===== config.mk =====
export PLATFORM = sky130hd
export DESIGN_NAME = calc_datapath
export DESIGN_NICKNAME = d
export VERILOG_FILES = /design/src/rtl/calc_datapath.sv
export SDC_FILE = /design/constraint.sdc
export NUM_CORES = 1
export LEC_CHECK = 0
export ABC_AREA = 1
export ABC_CLOCK_PERIOD_IN_PS = 2300
export BUFFER_PORTS_ARGS = -buffer_cell sky130_fd_sc_hd__buf_2
export CAP_MARGIN = 20
export CORE_UTILIZATION = 53
export CTS_CLUSTER_SIZE = 25
export DETAILED_ROUTE_END_ITERATION = 6
export HOLD_SLACK_MARGIN = 0.08
export PLACE_DENSITY = 0.78
export SLEW_MARGIN = 15
export SYNTH_ARGS = -nofsm -noshare
export SYNTH_HDL_FRONTEND = slang
export SYNTH_SLANG_ARGS = --single-unit

===== constraint.sdc =====
create_clock -name clk -period 2.3 [get_ports clk]
set_input_delay 0.23 -clock clk [delete_from_list [all_inputs] [get_ports clk]]
set_output_delay 0.23 -clock clk [all_outputs]
set_load 0.01 [all_outputs]

===== src/rtl/calc_datapath.sv =====
// Register-file and ALU datapath for the calculator, driven cycle by cycle by the control FSM's control word.
// Optional flag logic (carry, overflow, zero) is built only when CALC_DP_FLAGS_EN is defined.
module calc_datapath #(
   parameter int WIDTH = 8
) (
   input  logic             clk,
   input  logic             reset,
   input  logic [WIDTH-1:0] In1,
   input  logic [WIDTH-1:0] In2,
   input  logic [1:0]       s1_mux,
   input  logic [1:0]       wa,
   input  logic             we,
   input  logic [1:0]       raa,
   input  logic             rea,
   input  logic [1:0]       rab,
   input  logic             reb,
   input  logic [1:0]       c,
   input  logic             s2_mux,
   input  logic             Done,
   output logic [WIDTH-1:0] Out,
   output logic             out_valid,
   output logic             done_q,
   output logic             flag_z,
   output logic             flag_c,
   output logic             flag_v
);

   logic [WIDTH-1:0] rf_q [4];
   logic [WIDTH-1:0] rf_d [4];
   logic [WIDTH-1:0] port_a_s;
   logic [WIDTH-1:0] port_b_s;
   logic [WIDTH-1:0] alu_res_s;
   logic [WIDTH-1:0] wd_s;
   logic [WIDTH-1:0] out_q;
   logic [WIDTH-1:0] out_d;
   logic             out_valid_q;
   logic             out_valid_d;
   logic             done_dly_q;
   logic             done_dly_d;

   // Read ports: a disabled port reads as zero.
   always_comb begin
      port_a_s = {WIDTH{1'b0}};
      port_b_s = {WIDTH{1'b0}};
      if (rea) port_a_s = rf_q[raa];
      else     port_a_s = {WIDTH{1'b0}};
      if (reb) port_b_s = rf_q[rab];
      else     port_b_s = {WIDTH{1'b0}};
   end

   // ALU result, truncated to WIDTH; subtraction is A + ~B + 1.
   always_comb begin
      alu_res_s = {WIDTH{1'b0}};
      case (c)
         2'b11:   alu_res_s = port_a_s + port_b_s;
         2'b10:   alu_res_s = port_a_s + ~port_b_s + {{(WIDTH-1){1'b0}}, 1'b1};
         2'b01:   alu_res_s = port_a_s & port_b_s;
         2'b00:   alu_res_s = port_a_s ^ port_b_s;
         default: alu_res_s = {WIDTH{1'b0}};
      endcase
   end

   // Write-data select.
   always_comb begin
      wd_s = {WIDTH{1'b0}};
      case (s1_mux)
         2'b11:   wd_s = In1;
         2'b10:   wd_s = In2;
         2'b00:   wd_s = alu_res_s;
         2'b01:   wd_s = {WIDTH{1'b0}};
         default: wd_s = {WIDTH{1'b0}};
      endcase
   end

   // Next state for register file, output register and done delay.
   always_comb begin
      for (int i = 0; i < 4; i++) begin
         if (we && (wa == 2'(i))) rf_d[i] = wd_s;
         else                     rf_d[i] = rf_q[i];
      end
      if (s2_mux) begin
         out_d       = alu_res_s;
         out_valid_d = 1'b1;
      end else begin
         out_d       = out_q;
         out_valid_d = out_valid_q;
      end
      done_dly_d = Done;
   end

   // Core state registers.
   always_ff @(posedge clk or posedge reset) begin
      if (reset) begin
         for (int i = 0; i < 4; i++) rf_q[i] <= {WIDTH{1'b0}};
         out_q       <= {WIDTH{1'b0}};
         out_valid_q <= 1'b0;
         done_dly_q  <= 1'b0;
      end else begin
         for (int i = 0; i < 4; i++) rf_q[i] <= rf_d[i];
         out_q       <= out_d;
         out_valid_q <= out_valid_d;
         done_dly_q  <= done_dly_d;
      end
   end

   assign Out       = out_q;
   assign out_valid = out_valid_q;
   assign done_q    = done_dly_q;

`ifdef CALC_DP_FLAGS_EN
   logic b_eff_msb_s;
   logic alu_c_s;
   logic alu_v_s;
   logic flag_c_q, flag_c_d;
   logic flag_v_q, flag_v_d;
   logic flag_z_q, flag_z_d;

   // Carry and overflow come from the MSB column alone: carry-out is the majority of a, b and the recovered carry-in.
   always_comb begin
      alu_c_s     = 1'b0;
      alu_v_s     = 1'b0;
      b_eff_msb_s = (c == 2'b10) ? ~port_b_s[WIDTH-1] : port_b_s[WIDTH-1];
      if ((c == 2'b11) || (c == 2'b10)) begin
         alu_c_s = (port_a_s[WIDTH-1] & b_eff_msb_s) |
                   ((port_a_s[WIDTH-1] | b_eff_msb_s) & ~alu_res_s[WIDTH-1]);
         alu_v_s = (port_a_s[WIDTH-1] == b_eff_msb_s) && (alu_res_s[WIDTH-1] != port_a_s[WIDTH-1]);
      end else begin
         alu_c_s = 1'b0;
         alu_v_s = 1'b0;
      end
   end

   // Flags latch only on ALU write-back; zero flag tracks the next Out value.
   always_comb begin
      if (we && (s1_mux == 2'b00)) begin
         flag_c_d = alu_c_s;
         flag_v_d = alu_v_s;
      end else begin
         flag_c_d = flag_c_q;
         flag_v_d = flag_v_q;
      end
      flag_z_d = (out_d == {WIDTH{1'b0}});
   end

   // Flag registers.
   always_ff @(posedge clk or posedge reset) begin
      if (reset) begin
         flag_c_q <= 1'b0;
         flag_v_q <= 1'b0;
         flag_z_q <= 1'b1;
      end else begin
         flag_c_q <= flag_c_d;
         flag_v_q <= flag_v_d;
         flag_z_q <= flag_z_d;
      end
   end

   assign flag_c = flag_c_q;
   assign flag_v = flag_v_q;
   assign flag_z = flag_z_q;
`else
   assign flag_c = 1'b0;
   assign flag_v = 1'b0;
   assign flag_z = 1'b0;
`endif

endmodule


# Word level (Yosys, flattened, before mapping)
# Index checks and enable logic that the tools add are counted.
[word_totals]
ff_bits = 42
in_bits = 33
out_inout_bits = 13
elab_cells = 43
[op_classes]
addsub = 3
order_cmp = 2
eq_ne = 9
mux = 10
bitwise = 5
n_reduce_logical = 7
[ops]
columns = ["op", "n"]
rows = [
  ["case mux 8 bit (4 select lines)", 2],
  ["two-way mux 8 bit", 6],
  ["binary-select mux 8 bit (select 2 bit)", 2],
  ["adder 8 bit", 2],
  ["equality test 2 bit (second input constant)", 6],
  ["adder 8 x 1 -> 8 bit (second input constant)", 1],
  ["AND 8 bit", 1],
  ["NOT 8 bit", 1],
  ["bitwise XOR 8 bit", 1],
  ["equality test 2 x 1 -> 1 bit (second input constant)", 3],
  [">= comparator 3 bit (second input constant)", 2],
  ["logical NOT 2 bit", 3],
  ["NOT 2 -> 3 bit", 2],
  ["logical AND 1 bit", 4],
]

# Longest topological paths before layout
# Gate-level depths: netlist of run 1.
[depth]
word_depth = 10
mapped_depth = 19
depth_no_buf = 19

# Least setup slack after synthesis of run 1
# Ideal clock, no wire load.
[synth_path]
path_kind = "input to register"
start = "input port rab[1]"
end = "register rf_q[28] (netlist bit)"
setup_ns = 0.117
t_arrival_ns = 2.226
required_ns = 2.183
slack_ns = -0.043
stages = 15
path_buffers = 2
path_cell_list = "clkbuf_1 buf_2 o211ai_1 a21oi_1 inv_1 fa_1 nor2_1 o21ai_0 nand2_1 xor2_1 nand2_1 nand3_1 nand2_1 nand2_1 nand2_1"
[synth_via]
elab_chain_len = 10
elab_cells_between_ends = 13
classes_between = "3 x add/sub; 6 x mux; 4 x bitwise"
[synth_rtl]
columns = ["element", "line_no", "source"]
rows = [
  ["start, declared", "15", "input logic [1:0] rab,"],
  ["NOT 2 -> 3 bit (implied by the code) *", "47", "if (reb) port_b_s = rf_q[rab];"],
  ["binary-select mux 8 bit (select 2 bit) *", "47", ""],
  ["two-way mux 8 bit (implied by the code) * (2 in a row)", "47", ""],
  ["two-way mux 8 bit *", "47", ""],
  ["NOT 8 bit", "56", "2'b10: alu_res_s = port_a_s + ~port_b_s + {{(WIDTH-1){1'b0}}, 1'b1};"],
  ["adder 8 bit", "56", ""],
  ["adder 8 x 1 -> 8 bit", "56", ""],
  ["case mux 8 bit (4 select lines) *", "54", "case (c)"],
  ["case mux 8 bit (4 select lines) *", "66", "case (s1_mux)"],
  ["end, declared", "28", "logic [WIDTH-1:0] rf_q [4];"],
]
# Every way passes the cells marked *; elsewhere a longest branch is shown, timed or not. The select of a mux whose other input is x is not followed.
# A chain may end at the register's enable or synchronous reset.

# Worst setup path after layout of run 1
[layout_path]
start = "register rf_q[21] (netlist bit)"
end = "register rf_q[15] (netlist bit)"
[layout_via]
elab_chain_len = 9
elab_cells_between_ends = 14
classes_between = "3 x add/sub; 10 x mux; 1 x bitwise"
[layout_rtl]
columns = ["element", "line_no"]
rows = [
  ["binary-select mux 8 bit (select 2 bit)", "47"],
  ["two-way mux 8 bit (implied by the code) (2 in a row)", "47"],
  ["two-way mux 8 bit", "47"],
  ["NOT 8 bit", "56"],
  ["adder 8 bit", "56"],
  ["adder 8 x 1 -> 8 bit", "56"],
  ["case mux 8 bit (4 select lines) *", "54"],
  ["case mux 8 bit (4 select lines) *", "66"],
]
# Marked as above.

==> impl_table.tex, run 1 <==
\begin{tabular}{lr}
\hline
Metric & Value \\
\hline
\multicolumn{2}{l}{\textbf{Layout}} \\
\quad Post-route non-filler standard cell count & 666 \\
\quad Count of fill cells added during filler insertion & 443 \\
\quad Final core area utilization & 75.8\% \\
\quad Layout area overhead & 37.3\% \\
\quad Post-Layout Inst Area & 4490 um\^{}2 \\
\quad Fraction of final layout cells sized beyond drive strength 1 & 36.2\% \\
\quad Number of inserted diodes & 0 \\
\quad Total number of nets in the final design & 640 \\
\multicolumn{2}{l}{\textbf{Placed design}} \\
\quad Count of buffers inserted at the top-level ports & 42 \\
\quad Placer's final routability congestion estimate & 0.983 \\
\quad Post-place instance area & 3880 um\^{}2 \\
\quad Half-perimeter wire length after detailed placement & 7.36 mm \\
\quad DP Cell Count & 636 \\
\multicolumn{2}{l}{\textbf{STA}} \\
\quad Worst slew margin relative to its limit & 60.3\% \\
\quad Sum of negative setup slack & -790 ps \\
\quad Final Cycle Share & 104\% \\
\quad Unrepaired setup endpoints after global routing & true \\
\quad Hold Vio Cnt, Final & 0 \\
\quad Slew at the pin with the worst max-slew slack & 594 ps \\
\quad Worst Setup Slack, final & -92.1 ps \\
\quad Pins Over Slew Limit & 0 \\
\quad Shortest clock period the worst path allows after layout & 2390 ps \\
\quad Setup violations, final & 20 \\
\quad Worst-case clock skew & 12.3 ps \\
\quad Worst-case hold slack & 264 ps \\
\quad Achievable Freq & 418 MHz \\
\multicolumn{2}{l}{\textbf{Drt}} \\
\quad Number of nets with antenna violations after routing & 0 \\
\quad Wire length reported by the detailed router & 10.7 mm \\
\quad Routed len/inst & 16.1 um \\
\quad Avg Vias per Cell & 5.69 \\
\quad Vias after detailed routing & 3787 \\
\quad DR iter-0 viols & 310 \\
\quad Drc violations & 0 \\
\quad Router iterations before antenna repair & 5 \\
\multicolumn{2}{l}{\textbf{GRT}} \\
\quad First-pass GRT wire length & 16.0 mm \\
\quad Initial antenna violation count & 0 \\
\quad Total track usage & 32.9\% \\
\quad Via count of the first global-routing pass & 3473 \\
\quad Remaining global-route overflow & 0 \\
\quad Pin count of the biggest net entering global routing & 43 \\
\multicolumn{2}{l}{\textbf{Critical path}} \\
\quad Data arrival time at the worst-slack endpoint & 2640 ps \\
\quad CP startpoint & rf\_q[21] \\
\quad Slowest CP cell & dfrtp\_1 \\
\quad Worst Setup End Kind & flip-flop \\
\quad Cell breakdown of the critical path & inv\_2, a21oi\_2, o21ai\_0, a21oi\_1, inv\_1, ha\_4, buf\_4, nor2\_4, and2\_1, nand2\_1, nand3\_1, nand3\_2, nand3\_2, nand2\_2, nand2\_4, nand2\_2, nand2\_1 \\
\quad Kind of critical path & flip-flop to flip-flop \\
\quad CP Data Required Time & 2550 ps \\
\quad Max incr delay on CP & 380 ps \\
\quad Kind of cell adding the most delay to the critical path & simple AND/OR/NAND/NOR gates \\
\quad Launch instance of the worst register-to-register path & rf\_q[21] \\
\quad WP buf/inv & 3 \\
\quad Maximum fanout encountered on the critical timing path & 5 \\
\quad Kind of start point of the critical path & flip-flop \\
\multicolumn{2}{l}{\textbf{Floorplanning}} \\
\quad I/O Pins & 46 \\
\quad Height of the die & 80.5 um \\
\quad Number of rows created at floorplan & 28 \\
\quad Die W & 80.5 um \\
\quad Die footprint & 6480 um\^{}2 \\
\quad Starting density of the core & 55.2\% \\
\quad Core area & 5920 um\^{}2 \\
\multicolumn{2}{l}{\textbf{Yosys}} \\
\quad Most used standard cell by instance count after synthesis & nand2\_1 \\
\quad Fraction of registers with async set or reset after synthesis & 100\% \\
\quad Post-synthesis average cell area & 6.71 um\^{}2 \\
\quad Post-Syn Instances & 487 \\
\quad Synth area leaders & dfrtp\_1 32\%, nand2\_1 20\%, inv\_1 7.2\% \\
\quad Cell area after synthesis & 3270 um\^{}2 \\
\quad Leading register cell type out of synthesis & dfrtp\_1 \\
\quad Seq/Total Area, Yosys & 32.2\% \\
\quad Library cells used by synthesis & 35 \\
\quad Number of synthesized flops with an enable pin & 0 \\
\quad Count of state elements after synthesis & 42 \\
\quad Most common library cells after synthesis & 170 x nand2\_1, 63 x inv\_1, 42 x dfrtp\_1, 39 x a21oi\_1, 35 x o21ai\_0 \\
\quad Area leader, netlist & dfrtp\_1 \\
\quad Share of Yosys cell area claimed by the top area cell type & 32.2\% \\
\quad Yosys warning count & 0 \\
\multicolumn{2}{l}{\textbf{CTS}} \\
\quad Clock root cell & clkbuf\_8 \\
\quad Count of clock tree sinks & 42 \\
\quad Buffer depth of the longest clock path & 2 \\
\quad TritonCTS clock tree & yes \\
\quad Number of H-tree levels & 2 \\
\quad Clock buffers created by TritonCTS & 5 \\
\quad Insertion delay to the later sink of the worst-skew pair & 310 ps \\
\quad Worst-path clk slew & 90 ps \\
\multicolumn{2}{l}{\textbf{Power and ir drop}} \\
\quad Worst vdd rail ir drop & 393 uV \\
\quad Pwr Density & 592 nW/um\^{}2 \\
\quad Leakage power & 0.00231 uW \\
\multicolumn{2}{l}{\textbf{Worst hold path}} \\
\quad Hold Startpoint & s2\_mux \\
\quad Worst min-delay path class & input port to flip-flop \\
\multicolumn{2}{l}{\textbf{Outcome}} \\
\quad Run status & finished with violations \\
\quad Failing checks & negative setup slack \\
\multicolumn{2}{l}{\textbf{Job}} \\
\quad \# Max-Cap Violations & 0 \\
\hline
\end{tabular}
==> where the power goes <==
part / internal [uW] / switching, uW / leakage (uW)
Sequential: 861 / 86.8 / 0.000535
Combinational: 530 / 679 / 0.00172
Clock: 214 / 285 / 0.0000483
==> cells in the final DEF, fill, tap and decap left out, types with 3 or more instances in the layout <==
cell	n
nand2_1	159
buf_4	63
inv_1	49
dfrtp_1	42
buf_2	42
o21ai_0	23
a21oi_1	22
inv_2	18
o211ai_1	17
a21oi_2	17
nand3_1	16
nand2_2	13
o21ai_1	13
nand3_2	13
nor2_1	9
ha_4	9
ha_1	5
clkbuf_8	5
o21ai_2	4
a22o_1	4
clkinv_1	4
nor2_4	3
nand2_4	3
nand4_1	3
conb_1	3
buf_12	3
==> sequential cells by signal, indices dropped and copies added (netlist names) <==
name and cells:
rf_q 32, Out 8, done_q 1, out_valid 1
==> worst paths after layout <==
| kind | endpoint | slack (ps) | depth (start not counted) |
|---|---|---|---|
| min in group asynchronous | rf_q[6] | 610 | 4 |
| worst max-delay path | rf_q[15] | -90 | 17 |
| worst min-delay path | Out[7] | 260 | 3 |
| worst min register to register | Out[4] | 480 | 2 |
| max in group asynchronous | rf_q[26] | 1310 | 4 |
| worst max register to register | rf_q[15] | -90 | 17 |
==> through the flow <==
| step | worst slack [ps] | power, uW |
|---|---|---|
| after global placement | -303 | 1860 |
| after floorplan | 2.12 | 1510 |
| final | -92.1 | 2660 |
| after global routing | -225 | 2800 |
| after CTS | -62.1 | 2460 |
| after detailed placement | -320 | 1880 |
==> layout make-up <==
cell class | count | area (um^2) | area share, %
multi-input cells | 356 | 2190 | 48.8
flip-flops and latches | 42 | 1050 | 23.4
repair buffers | 113 | 791 | 17.6
inverters | 72 | 273 | 6.08
well taps | 75 | 93.8 | 2.09
clock buffers | 5 | 68.8 | 1.53
clock inverters | 3 | 18.8 | 0.418
==> worst reg2reg max path, cell delays in order (launching register included) <==
cell and delay (ps):
dfrtp_1 380, inv_2 60, a21oi_2 110, o21ai_0 90, a21oi_1 190, inv_1 100
ha_4 270, buf_4 140, nor2_4 100, and2_1 130, nand2_1 80, nand3_1 130
nand3_2 110, nand3_2 100, nand2_2 80, nand2_4 130, nand2_2 60, nand2_1 80
==> repair_timing <==
item                       in CTS  in global routing
gates cloned                    0                  0
setup buffers                   9                 11
setup endpoints to repair      25                 34
hold endpoints to repair       37                  0
pin swaps                      19                 35
resized for setup              43                 56
hold buffers                    2                  0
==> routing by layer <==
layer	up-vias	GRT usage, %	wire, um
met4	0	18.4	544
met5	-	0	0
met2	193	54.2	5160
met1	1775	40.3	4300
li1	1772	-	-
met3	47	5.45	742
==> logic make-up (layout without fill, tap and decap cells) <==
kind of cell             after synthesis  count (layout)  synth area share, %
buffers and inverters                 91             193                 11.5
XOR/XNOR                               2               2                0.536
adder cells (fa/ha/maj)               17              17                 6.97
AND/OR/NAND/NOR                      230             230                 30.0
AO/OA/AOI/OAI                        104             104                 18.7
flip-flops                            42              42                 32.2
other                                  1               3                0.115
Power figures use the tool's default switching activity.
==> run 2: changes to the inputs <==
--- a/config.mk
+++ b/config.mk
@@ -8,8 +8,8 @@
 export ABC_AREA = 1
 export ABC_CLOCK_PERIOD_IN_PS = 2300
 export BUFFER_PORTS_ARGS = -buffer_cell sky130_fd_sc_hd__buf_2
-export CAP_MARGIN = 20
 export CORE_UTILIZATION = 53
+export CTS_BUF_LIST = sky130_fd_sc_hd__clkbuf_16
 export CTS_CLUSTER_SIZE = 25
 export DETAILED_ROUTE_END_ITERATION = 6
 export HOLD_SLACK_MARGIN = 0.08
==> run 2 against run 1 <==
The flow still finishes with violations (negative setup slack). Power is 7.3% higher. Die area is the same. Worst setup slack lost 84 ps. Worst hold slack got worse by 200 ps. Final area is 0.20% higher. Global-route usage up 0.13 points. Wire length grew 1.4%. Clock skew shrank 5.9 ps. Register-to-register slack worse by 80 ps. Combinational power is essentially flat. Critical path type unchanged. Largest cell class unchanged.
==> impl_table.tex, run 2 (synthesis gave the netlist of run 1 again) <==
\begin{tabular}{lr}
\hline
Metric & Value \\
\hline
\multicolumn{2}{l}{\textbf{Outcome}} \\
\quad Run status & finished with violations \\
\quad Failing checks & negative setup slack \\
\multicolumn{2}{l}{\textbf{GRT}} \\
\quad Total track usage & 33.0\% \\
\quad First-pass GRT wire length & 16.1 mm \\
\quad Initial antenna violation count & 0 \\
\quad Remaining global-route overflow & 0 \\
\quad Pin count of the biggest net entering global routing & 43 \\
\quad Via count of the first global-routing pass & 3470 \\
\multicolumn{2}{l}{\textbf{STA}} \\
\quad Hold Vio Cnt, Final & 0 \\
\quad Worst Setup Slack, final & -176 ps \\
\quad Setup violations, final & 27 \\
\quad Unrepaired setup endpoints after global routing & true \\
\quad Worst-case clock skew & 6.41 ps \\
\quad Worst slew margin relative to its limit & 60.0\% \\
\quad Shortest clock period the worst path allows after layout & 2480 ps \\
\quad Pins Over Slew Limit & 0 \\
\quad Final Cycle Share & 108\% \\
\quad Slew at the pin with the worst max-slew slack & 597 ps \\
\quad Worst-case hold slack & 64.0 ps \\
\quad Achievable Freq & 404 MHz \\
\multicolumn{2}{l}{\textbf{Power and ir drop}} \\
\quad Internal Dissipation & 1780 uW \\
\quad Switching share of power & 37.6\% \\
\quad Relative contribution of the clock network to total power & 25.1\% \\
\quad Switching power total & 1070 uW \\
\quad Total Power & 2850 uW \\
\quad Sequential share of power & 33.5\% \\
\quad Worst vdd rail ir drop & 481 uV \\
\quad Pwr Density & 634 nW/um\^{}2 \\
\quad Combinational share of power & 41.5\% \\
\quad Leakage power & 0.00232 uW \\
\multicolumn{2}{l}{\textbf{Layout}} \\
\quad Total number of nets in the final design & 636 \\
\quad Layout area overhead & 37.6\% \\
\quad Register name with the most flops & rf\_q \\
\quad Most frequent standard cell in the layout excluding fill and tap cells & nand2\_1 \\
\quad Fraction of final layout cells sized beyond drive strength 1 & 35.8\% \\
\quad Number of flip-flops under the largest register name & 32 \\
\quad Count of fill cells added during filler insertion & 449 \\
\quad Post-route non-filler standard cell count & 662 \\
\quad Most frequent cells in the layout & 157 x nand2\_1, 59 x buf\_4, 49 x inv\_1 \\
\quad Number of inserted diodes & 0 \\
\multicolumn{2}{l}{\textbf{Worst hold path}} \\
\quad Worst min-delay path class & input port to asynchronous set/reset pin \\
\multicolumn{2}{l}{\textbf{Critical path}} \\
\quad WP buf/inv & 4 \\
\quad Flop-to-flop setup slack & -180 ps \\
\quad Kind of cell adding the most delay to the critical path & simple AND/OR/NAND/NOR gates \\
\quad Data arrival time at the worst-slack endpoint & 2700 ps \\
\quad Kind of critical path & flip-flop to flip-flop \\
\quad Max incr delay on CP & 380 ps \\
\quad Worst Setup End Kind & flip-flop \\
\quad CP Data Required Time & 2530 ps \\
\quad Maximum fanout encountered on the critical timing path & 5 \\
\quad Cell breakdown of the critical path & inv\_2, nand2\_1, o211ai\_1, a21oi\_2, inv\_2, ha\_4, buf\_6, inv\_2, nand2\_2, nand2\_2, a21oi\_2, nand2\_1, nand2\_1, nand3\_2, nand3\_2, nand2\_2, nand2\_4, nand2\_2, nand2\_1 \\
\quad Slowest CP cell & dfrtp\_1 \\
\quad Kind of start point of the critical path & flip-flop \\
\multicolumn{2}{l}{\textbf{Drt}} \\
\quad Avg Vias per Cell & 5.74 \\
\quad Wire length reported by the detailed router & 10.9 mm \\
\quad Vias after detailed routing & 3801 \\
\quad Drc violations & 0 \\
\quad Router iterations before antenna repair & 4 \\
\quad DR iter-0 viols & 253 \\
\quad Number of nets with antenna violations after routing & 0 \\
\quad Routed len/inst & 16.5 um \\
\multicolumn{2}{l}{\textbf{CTS}} \\
\quad Buffer depth of the longest clock path & 2 \\
\quad Insertion delay to the later sink of the worst-skew pair & 290 ps \\
\quad Clock buffers created by TritonCTS & 5 \\
\quad Count of clock tree sinks & 42 \\
\quad Number of H-tree levels & 2 \\
\quad TritonCTS clock tree & yes \\
\quad Worst-path clk slew & 60 ps \\
\quad Clock root cell & clkbuf\_16 \\
\multicolumn{2}{l}{\textbf{Placed design}} \\
\quad Count of buffers inserted at the top-level ports & 42 \\
\quad DP Cell Count & 636 \\
\quad Half-perimeter wire length after detailed placement & 7.36 mm \\
\quad Worst slack after detailed placement & -320 ps \\
\quad Placer's final routability congestion estimate & 0.983 \\
\multicolumn{2}{l}{\textbf{Floorplanning}} \\
\quad Number of rows created at floorplan & 28 \\
\quad Starting density of the core & 55.2\% \\
\quad Die footprint & 6480 um\^{}2 \\
\quad I/O Pins & 46 \\
\quad Height of the die & 80.5 um \\
\quad Die W & 80.5 um \\
\quad Core area & 5920 um\^{}2 \\
\multicolumn{2}{l}{\textbf{Job}} \\
\quad \# Max-Cap Violations & 0 \\
\hline
\end{tabular}
[run 2: cell types whose count changed in the layout (fill, tap and decap cells not counted), sizes merged]
cell	change
dlygate4sd3	-1
buf	-2
clkbuf	-1
[run 2: per-stage QoR]
stage | setup TNS, ps | area (um^2) | utilization (%)
after floorplan | 0 | 3280 | -
after global placement | -5580 | 3880 | 65.6
after detailed placement | -6710 | 3880 | 65.6
after CTS | -455 | 4260 | 71.9
after global routing | -5550 | 4500 | 75.9
final | -1770 | 4500 | 75.9
[run 2: area by class of cell]
class                   instances  area, um^2  share of cell area, %
multi-input cells             356        2170                   48.2
flip-flops and latches         42        1050                   23.4
repair buffers                109         768                   17.1
inverters                      72         270                   6.01
clock buffers                   5         125                   2.78
well taps                      75        93.8                   2.09
clock inverters                 3        18.8                  0.417
[run 2: final timing paths]
kind                            end  cells past startpoint     from
setup / recovery           rf_q[15]                     19  rf_q[4]
hold / removal              rf_q[6]                      3    reset
setup reg to reg           rf_q[15]                     19  rf_q[4]
hold reg to reg              Out[3]                      2   Out[3]
max in group asynchronous  rf_q[16]                      3    reset
min in group clk             Out[7]                      3   s2_mux
[run 2: tightest hold or removal path, delay by kind of cell]
| family | cells | cell delay [ps] |
|---|---|---|
| buffers and inverters | 3 | 580 |
[run 2: metal layers]
metal  wire, um  GRT usage (%)  vias up
li1           -              -     1763
met1       4380           41.2     1758
met4        573           15.7        0
met5          0              0        -
met2       5200           54.9      224
met3        747           5.45       56
[run 2: power groups by stage]
stage	Combinational [uW]	Clock, uW	Sequential [uW]
floorplan	570	0	942
global placement	911	0	949
detailed placement	930	0	950
CTS	1030	714	941
global route	1280	740	960
finish	1180	714	953
[run 2: what timing repair did]
item,CTS,global route
endpoints found under the setup margin,26,34
hold buffers,1,0
hold endpoints to repair,1,0
buffers inserted,10,7
gates cloned,0,0
pin swaps,25,44
resized for setup,47,49
